## src/rtl/q_loop_pkg.sv

```systemverilog
// Shared constants, the signed error type and saturating helpers for the Q-factor regulation loop.
package q_loop_pkg;

    localparam int unsigned BUS_WIDTH_DEF         = 10;
    localparam int unsigned WTD_BUS_WIDTH_DEF     = 3;
    localparam int unsigned Q_PER_PULSE_DEF       = 3;
    localparam int unsigned TOL_DEF               = 6;
    localparam int unsigned I_REF_DELTA_INSTB_DEF = 10;
    localparam int unsigned DELTA_Q_INSTB_DEF     = 50;
    localparam int unsigned INCLUDE_Q_DROP_DEF    = 1;

    // Error between desired and measured Q: one extra bit for the sign.
    typedef logic signed [BUS_WIDTH_DEF:0] q_err_t;

    function automatic int sat_add(input int a, input int b, input int max_val);
        int sum;
        int res;
        sum = a + b;
        if (sum < 0) begin
            res = 0;
        end else if (sum > max_val) begin
            res = max_val;
        end else begin
            res = sum;
        end
        return res;
    endfunction

    function automatic int sat_sub(input int a, input int b, input int max_val);
        return sat_add(a, -b, max_val);
    endfunction

endpackage

```

## src/rtl/q_measure.sv

```systemverilog
// Q measurement front end: synchronizes the returned pulse train, accumulates pulses into a Q
// value and closes a burst when the line has been quiet for a full watchdog period.
module q_measure
    import q_loop_pkg::*;
#(
    parameter int unsigned BUS_WIDTH     = BUS_WIDTH_DEF,
    parameter int unsigned WTD_BUS_WIDTH = WTD_BUS_WIDTH_DEF,
    parameter int unsigned Q_PER_PULSE   = Q_PER_PULSE_DEF
) (
    input  logic                 clk,
    input  logic                 rst,
    input  logic                 i_active,
    input  logic                 i_q_serialized,
    output logic [BUS_WIDTH-1:0] o_q_measured,
    output logic                 o_ready
);

    localparam int unsigned ACC_MAX = (1 << BUS_WIDTH) - 1;
    localparam logic [WTD_BUS_WIDTH-1:0] WDT_MAX = '1;

    logic                     r_sync1;
    logic                     r_sync2;
    logic                     r_sync3;
    logic [BUS_WIDTH-1:0]     r_acc;
    logic [WTD_BUS_WIDTH-1:0] r_wdt;
    logic [BUS_WIDTH-1:0]     r_q_meas;
    logic                     r_ready;

    logic                     w_pulse;
    logic                     w_expire;
    logic [BUS_WIDTH-1:0]     w_acc_inc;
    logic [BUS_WIDTH-1:0]     w_acc_nxt;
    logic [WTD_BUS_WIDTH-1:0] w_wdt_nxt;
    logic [BUS_WIDTH-1:0]     w_q_meas_nxt;
    logic                     w_ready_nxt;

    // Two-flop synchronizer plus one history flop for rising-edge detection.
    always_ff @(posedge clk or negedge rst) begin
        if (!rst) begin
            r_sync1 <= 1'b0;
            r_sync2 <= 1'b0;
            r_sync3 <= 1'b0;
        end else begin
            r_sync1 <= i_q_serialized;
            r_sync2 <= r_sync1;
            r_sync3 <= r_sync2;
        end
    end

    assign w_pulse   = r_sync2 & ~r_sync3;
    assign w_expire  = (r_wdt == WDT_MAX) && (r_acc != '0);
    assign w_acc_inc = BUS_WIDTH'(sat_add(int'(r_acc), int'(Q_PER_PULSE), int'(ACC_MAX)));

    always_comb begin
        w_acc_nxt    = r_acc;
        w_wdt_nxt    = r_wdt;
        w_q_meas_nxt = r_q_meas;
        w_ready_nxt  = 1'b0;
        if (!i_active) begin
            w_acc_nxt = '0;
            w_wdt_nxt = '0;
        end else if (w_expire) begin
            // A pulse coinciding with expiry opens the next burst.
            w_q_meas_nxt = r_acc;
            w_ready_nxt  = 1'b1;
            w_acc_nxt    = w_pulse ? BUS_WIDTH'(Q_PER_PULSE) : '0;
            w_wdt_nxt    = '0;
        end else begin
            if (w_pulse) begin
                w_acc_nxt = w_acc_inc;
            end
            if (r_sync2) begin
                w_wdt_nxt = '0;
            end else if (r_wdt != WDT_MAX) begin
                w_wdt_nxt = r_wdt + 1'b1;
            end
        end
    end

    always_ff @(posedge clk or negedge rst) begin
        if (!rst) begin
            r_acc    <= '0;
            r_wdt    <= '0;
            r_q_meas <= '0;
            r_ready  <= 1'b0;
        end else begin
            r_acc    <= w_acc_nxt;
            r_wdt    <= w_wdt_nxt;
            r_q_meas <= w_q_meas_nxt;
            r_ready  <= w_ready_nxt;
        end
    end

    assign o_q_measured = r_q_meas;
    assign o_ready      = r_ready;

endmodule

```

## src/rtl/q_loop_controller.sv

```systemverilog
// Closed-loop Q regulator: steps the current reference by the Q error after each measurement,
// with an optional guard that backs the current off when Q collapses between measurements.
module q_loop_controller
    import q_loop_pkg::*;
#(
    parameter int unsigned BUS_WIDTH         = BUS_WIDTH_DEF,
    parameter int unsigned WTD_BUS_WIDTH     = WTD_BUS_WIDTH_DEF,
    parameter int unsigned Q_PER_PULSE       = Q_PER_PULSE_DEF,
    parameter int unsigned TOL               = TOL_DEF,
    parameter int unsigned I_REF_DELTA_INSTB = I_REF_DELTA_INSTB_DEF,
    parameter int unsigned DELTA_Q_INSTB     = DELTA_Q_INSTB_DEF,
    parameter int unsigned INCLUDE_Q_DROP    = INCLUDE_Q_DROP_DEF
) (
    input  logic                 clk,
    input  logic                 rst,
    input  logic                 enable,
    input  logic                 start,
    input  logic                 q_serialized,
    input  logic [BUS_WIDTH-1:0] q_desired,
    output logic [BUS_WIDTH-1:0] i_ref_out,
    output logic [BUS_WIDTH-1:0] q_measured,
    output logic                 ready,
    output logic                 converged
);

    localparam int unsigned I_MAX = (1 << BUS_WIDTH) - 1;

    logic                   w_active;
    logic [BUS_WIDTH-1:0]   w_q_meas;
    logic                   w_ready;
    logic signed [BUS_WIDTH:0] w_err;
    int                     w_err_abs;
    int                     w_drop;
    logic                   w_instab;
    logic                   w_in_tol;

    logic [BUS_WIDTH-1:0]   r_i_ref;
    logic                   r_conv;
    logic [BUS_WIDTH-1:0]   r_prev_q;
    logic [BUS_WIDTH-1:0]   w_i_ref_nxt;
    logic                   w_conv_nxt;
    logic [BUS_WIDTH-1:0]   w_prev_q_nxt;

    assign w_active = enable & start;

    q_measure #(
        .BUS_WIDTH     (BUS_WIDTH),
        .WTD_BUS_WIDTH (WTD_BUS_WIDTH),
        .Q_PER_PULSE   (Q_PER_PULSE)
    ) u_q_measure (
        .clk            (clk),
        .rst            (rst),
        .i_active       (w_active),
        .i_q_serialized (q_serialized),
        .o_q_measured   (w_q_meas),
        .o_ready        (w_ready)
    );

    assign w_err     = $signed({1'b0, q_desired}) - $signed({1'b0, w_q_meas});
    assign w_err_abs = (w_err < 0) ? -int'(w_err) : int'(w_err);
    assign w_in_tol  = (w_err_abs <= int'(TOL));
    // Positive drop means Q fell since the previous measurement.
    assign w_drop    = int'(r_prev_q) - int'(w_q_meas);
    assign w_instab  = (INCLUDE_Q_DROP != 0) && (w_drop > int'(DELTA_Q_INSTB));

    always_comb begin
        w_i_ref_nxt  = r_i_ref;
        w_conv_nxt   = r_conv;
        w_prev_q_nxt = r_prev_q;
        if (!w_active) begin
            w_conv_nxt = 1'b0;
        end else if (w_ready) begin
            w_prev_q_nxt = w_q_meas;
            if (w_instab) begin
                w_i_ref_nxt = BUS_WIDTH'(sat_sub(int'(r_i_ref), int'(I_REF_DELTA_INSTB),
                                                 int'(I_MAX)));
                w_conv_nxt  = 1'b0;
            end else if (w_in_tol) begin
                w_conv_nxt = 1'b1;
            end else begin
                w_i_ref_nxt = BUS_WIDTH'(sat_add(int'(r_i_ref), int'(w_err), int'(I_MAX)));
                w_conv_nxt  = 1'b0;
            end
        end
    end

    always_ff @(posedge clk or negedge rst) begin
        if (!rst) begin
            r_i_ref  <= '0;
            r_conv   <= 1'b0;
            r_prev_q <= '0;
        end else begin
            r_i_ref  <= w_i_ref_nxt;
            r_conv   <= w_conv_nxt;
            r_prev_q <= w_prev_q_nxt;
        end
    end

    assign i_ref_out  = r_i_ref;
    assign converged  = r_conv;
    assign q_measured = w_q_meas;
    assign ready      = w_ready;

endmodule

```

## config.mk

```make
export PLATFORM = sky130hd
export DESIGN_NAME = q_loop_controller
export DESIGN_NICKNAME = d
export VERILOG_FILES = /design/src/rtl/q_loop_pkg.sv /design/src/rtl/q_measure.sv /design/src/rtl/q_loop_controller.sv
export SDC_FILE = /design/constraint.sdc
export NUM_CORES = 1
export LEC_CHECK = 0
export ABC_CLOCK_PERIOD_IN_PS = 10700
export BUFFER_PORTS_ARGS = -buffer_cell sky130_fd_sc_hd__buf_2
export CAP_MARGIN = 20
export CELL_PAD_IN_SITES_DETAIL_PLACEMENT = 2
export CELL_PAD_IN_SITES_GLOBAL_PLACEMENT = 2
export CORE_MARGIN = 2
export CORE_UTILIZATION = 40
export CTS_CLUSTER_SIZE = 16
export DETAILED_ROUTE_END_ITERATION = 12
export GPL_TIMING_DRIVEN = 0
export PLACE_DENSITY = 0.85
export SETUP_SLACK_MARGIN = 0.3
export SYNTH_ARGS = -nofsm -noshare
export SYNTH_HDL_FRONTEND = slang
export SYNTH_SLANG_ARGS = --single-unit
```

## constraint.sdc

```tcl
create_clock -name clk -period 10.7 [get_ports clk]
set_clock_uncertainty 0.05 [all_clocks]
set_input_delay 1.605 -clock clk [delete_from_list [all_inputs] [get_ports clk]]
set_output_delay 1.605 -clock clk [all_outputs]
set_load 0.05 [all_outputs]
```

==> reports/metrics.yaml <==
global_route:
  grt_max_degree: 39
  antenna_found_initial: 0
  overflow: 0
  grt.total_usage_pct: 25.1
  grt_pass1_vias: 4387
  grt_pass1_wl_mm: 22.4
synth:
  synth-seq-area-share_pct: 29.4
  syn_area_sq_um: 4080
  yosysTopAreaCell: "dfrtp_1"
  synth_cells: 478
  netlist.area_leader.share_pct: 29.4
  synth.ff_latch_count: 48
  synth_compound_area_share_pct: 26.9
  synth_commonest_cells: "dfrtp_1 (48), o21ai_0 (43), nand2_1 (38), inv_1 (37), ha_1 (36)"
  synth_ff_type: "dfrtp_1"
  yosys-top-cells-area: "dfrtp_1 (29%), ha_1 (11%), o21ai_0 (5.3%)"
  yosys.area_share.simple_pct: 18.4
  synthAdderAreaFrac_pct: 12.5
  synthMuxAreaShare_pct: 1.84
  synth-xor-area-share_pct: 5.12
  synth_area_per_cell_sq_um: 8.54
  yosys_warnings: 0
  yosysMostFrequentCell: "dfrtp_1"
  syn_nets: 532
  synth_edf_count: 0
  synth_cell_types: 73
  synth-async-reset-ratio_pct: 100
  synth_top_family_by_area: "compound AO/OA/AOI/OAI gates"
floorplan:
  row_count: 36
  die_area_sq_um: 11000
  die_h_um: 105
  start_util_pct: 41.6
  core_area_sq_um: 9820
  design.portCount: 37
  die_w_um: 105
clock_tree:
  cts_made_buffers: 5
  htreeDepth: 2
  cts_tree: "built"
  hold_buffers: 0
  clkTransAtPathRegs_ps: 100
  clk_latency_ps: 320
  cts_setup_buffers: 0
  clock_path_buffers: 2
  cts-root-buf: "clkbuf_8"
  numClockSinks: 48
  postCtsResizedCells: 0
routing:
  ant_nets: 0
  drc: 0
  finalWirelength_mm: 13.2
  met2WireLength_mm: 6.62
  wl_per_cell_um: 20.1
  wl_met3_um: 277
  dr.pass1.iters: 4
  post_drt_via_cell_ratio: 5.88
  drtIter0Drc: 162
  drt-met1-wl_mm: 6.11
  num_vias: 3858
  routed.top_layer: "met4"
power:
  power_density_nw_per_um2: 111
  fin_total_pwr_uw: 506
  p_leak_nw: 2.14
  ir_drop_mv: 0.0783
critical_path:
  cpPeakStageDelay_ps: 500
  cp_slowest_cell: "fa_1"
  worstSetupStartpointType: "input pin"
  crit_family: "compound AO/OA/AOI/OAI gates"
  setup.worst_path.end_class: "flop"
  crit_chain: "buf_2, inv_1, ha_1, fa_1, nor2b_4, o31a_1, o22ai_2, xor2_1, inv_1, ha_1, a21o_1, a21oi_1, o21ai_0, a31oi_1, xnor2_1, and2_1, o21ai_0, o21ai_0, a22o_1"
  cp_data_required_time_ps: 10860
  crit_path_max_fanout: 8
  critPathBufInv: 3
  arrival_ps: 5560
  cp_common_cell: "o21ai_0"
  path_class: "in2reg"
placement:
  portBuffers: 36
  place_congestion: 0.773
  place_hpwl_mm: 10.4
cells_and_area:
  fillers: 1159
  regArea_sq_um: 1200
  num_antenna_cells: 0
  multi_input_area_sq_um: 2640
  nNetsFinal: 576
  drive_above_1_share_pct: 14.1
  area_delta_synth_final_pct: 12.1
timing:
  fin_crit_sh_pct: 50.4
  rsz0062_at_grt: "no"
  slew_violations: 0
  fin_setup_tns_ps: 0
  relSlewSlack_pct: 52.7
  post-route-min-period_ps: 5390
  worst_pin_slew_ps: 705
  hold_viol_final: 0
  max_freq_ghz: 0.185
  finalSetupViolations: 0
run_status:
  status: "complete, no violations"
hold_path:
  min_path_type: "reg2reg"
job:
  max-cap-violations: 0
## cell usage in the layout, fill, tap and decap left out, types with 12 or more instances in the layout
cell type / netlist / final
ha_1: 36 / 36
nor3_1: 12 / 12
a21oi_1: 28 / 28
nand3_1: 14 / 14
xnor2_1: 14 / 14
dfrtp_1: 48 / 48
o21a_1: 13 / 13
inv_1: 37 / 37
nor2b_1: 13 / 13
nor2_1: 35 / 35
nand2_1: 38 / 38
o21ai_0: 43 / 43
buf_2: 4 / 40
## cells by family (layout without fill, tap and decap cells)
kind of cell	count (synthesis)	count (layout)
muxes	7	7
buffers and inverters	53	98
xor gates and xnor gates	23	23
DFF	48	48
and+or+nand+nor	149	149
adders and majority gates	39	39
AOI/OAI and AO/OA	159	159
## registers in the layout (all words and copies together), names as in the netlist
register	flops
i_ref_out	10
r_prev_q	10
u_q_measure.o_q_measured	10
u_q_measure.r_acc	10
u_q_measure.r_wdt	3
converged	1
u_q_measure.o_ready	1
u_q_measure.r_sync1	1
u_q_measure.r_sync2	1
u_q_measure.r_sync3	1
## area by class of cell
type | count | area share (%)
Sequential cell | 48 | 26.3
Multi-Input combinational cell | 377 | 57.8
Clock buffer | 7 | 2.11
Tap cell | 133 | 3.64
Timing Repair Buffer | 37 | 4.38
Buffer | 16 | 2.13
Clock inverter | 1 | 0.657
Inverter | 37 | 3.04
## per-layer routing
metal	vias to the layer above	global-route usage, %
met5	-	0
met4	0	6.57
met3	19	2.56
met2	56	44.0
met1	1961	32.9
li1	1822	-
## where the power goes
group / internal (mW) / leakage (nW) / total [mW] / switching (mW)
Clock: 0.0826 / 0.0645 / 0.151 / 0.0680
Combinational: 0.0610 / 1.44 / 0.165 / 0.104
Sequential: 0.186 / 0.630 / 0.191 / 0.00487
## through the flow
step	worst slack, ps	instance area, sq um	utilization, %	hold slack [ps]	cells
final	5310	4570	46.6	327	656
after global routing	5000	4570	46.6	338	656
after CTS	5320	4570	46.6	328	656
after detailed placement	5000	4450	45.3	288	648
after global placement	5170	4430	45.1	286	647
after floorplan	5810	4080	-	281	478
## worst paths after layout
check	from	endpoint	slack (ps)	cells after the start
worst max-delay path	q_desired[0]	i_ref_out[4]$_DFFE_PN0P_	5310	19
worst min-delay path	u_q_measure.r_sync1$_DFF_PN0_	u_q_measure.r_sync2$_DFF_PN0_	330	0
worst max register to register	u_q_measure.o_q_measured[0]$_DFFE_PN0P_	i_ref_out[4]$_DFFE_PN0P_	6270	17
worst min register to register	u_q_measure.r_sync1$_DFF_PN0_	u_q_measure.r_sync2$_DFF_PN0_	330	0
max in group asynchronous	rst	u_q_measure.r_acc[6]$_DFFE_PN0P_	8970	2
min in group asynchronous	rst	i_ref_out[3]$_DFFE_PN0P_	1110	1
Power figures use the tool's default switching activity.
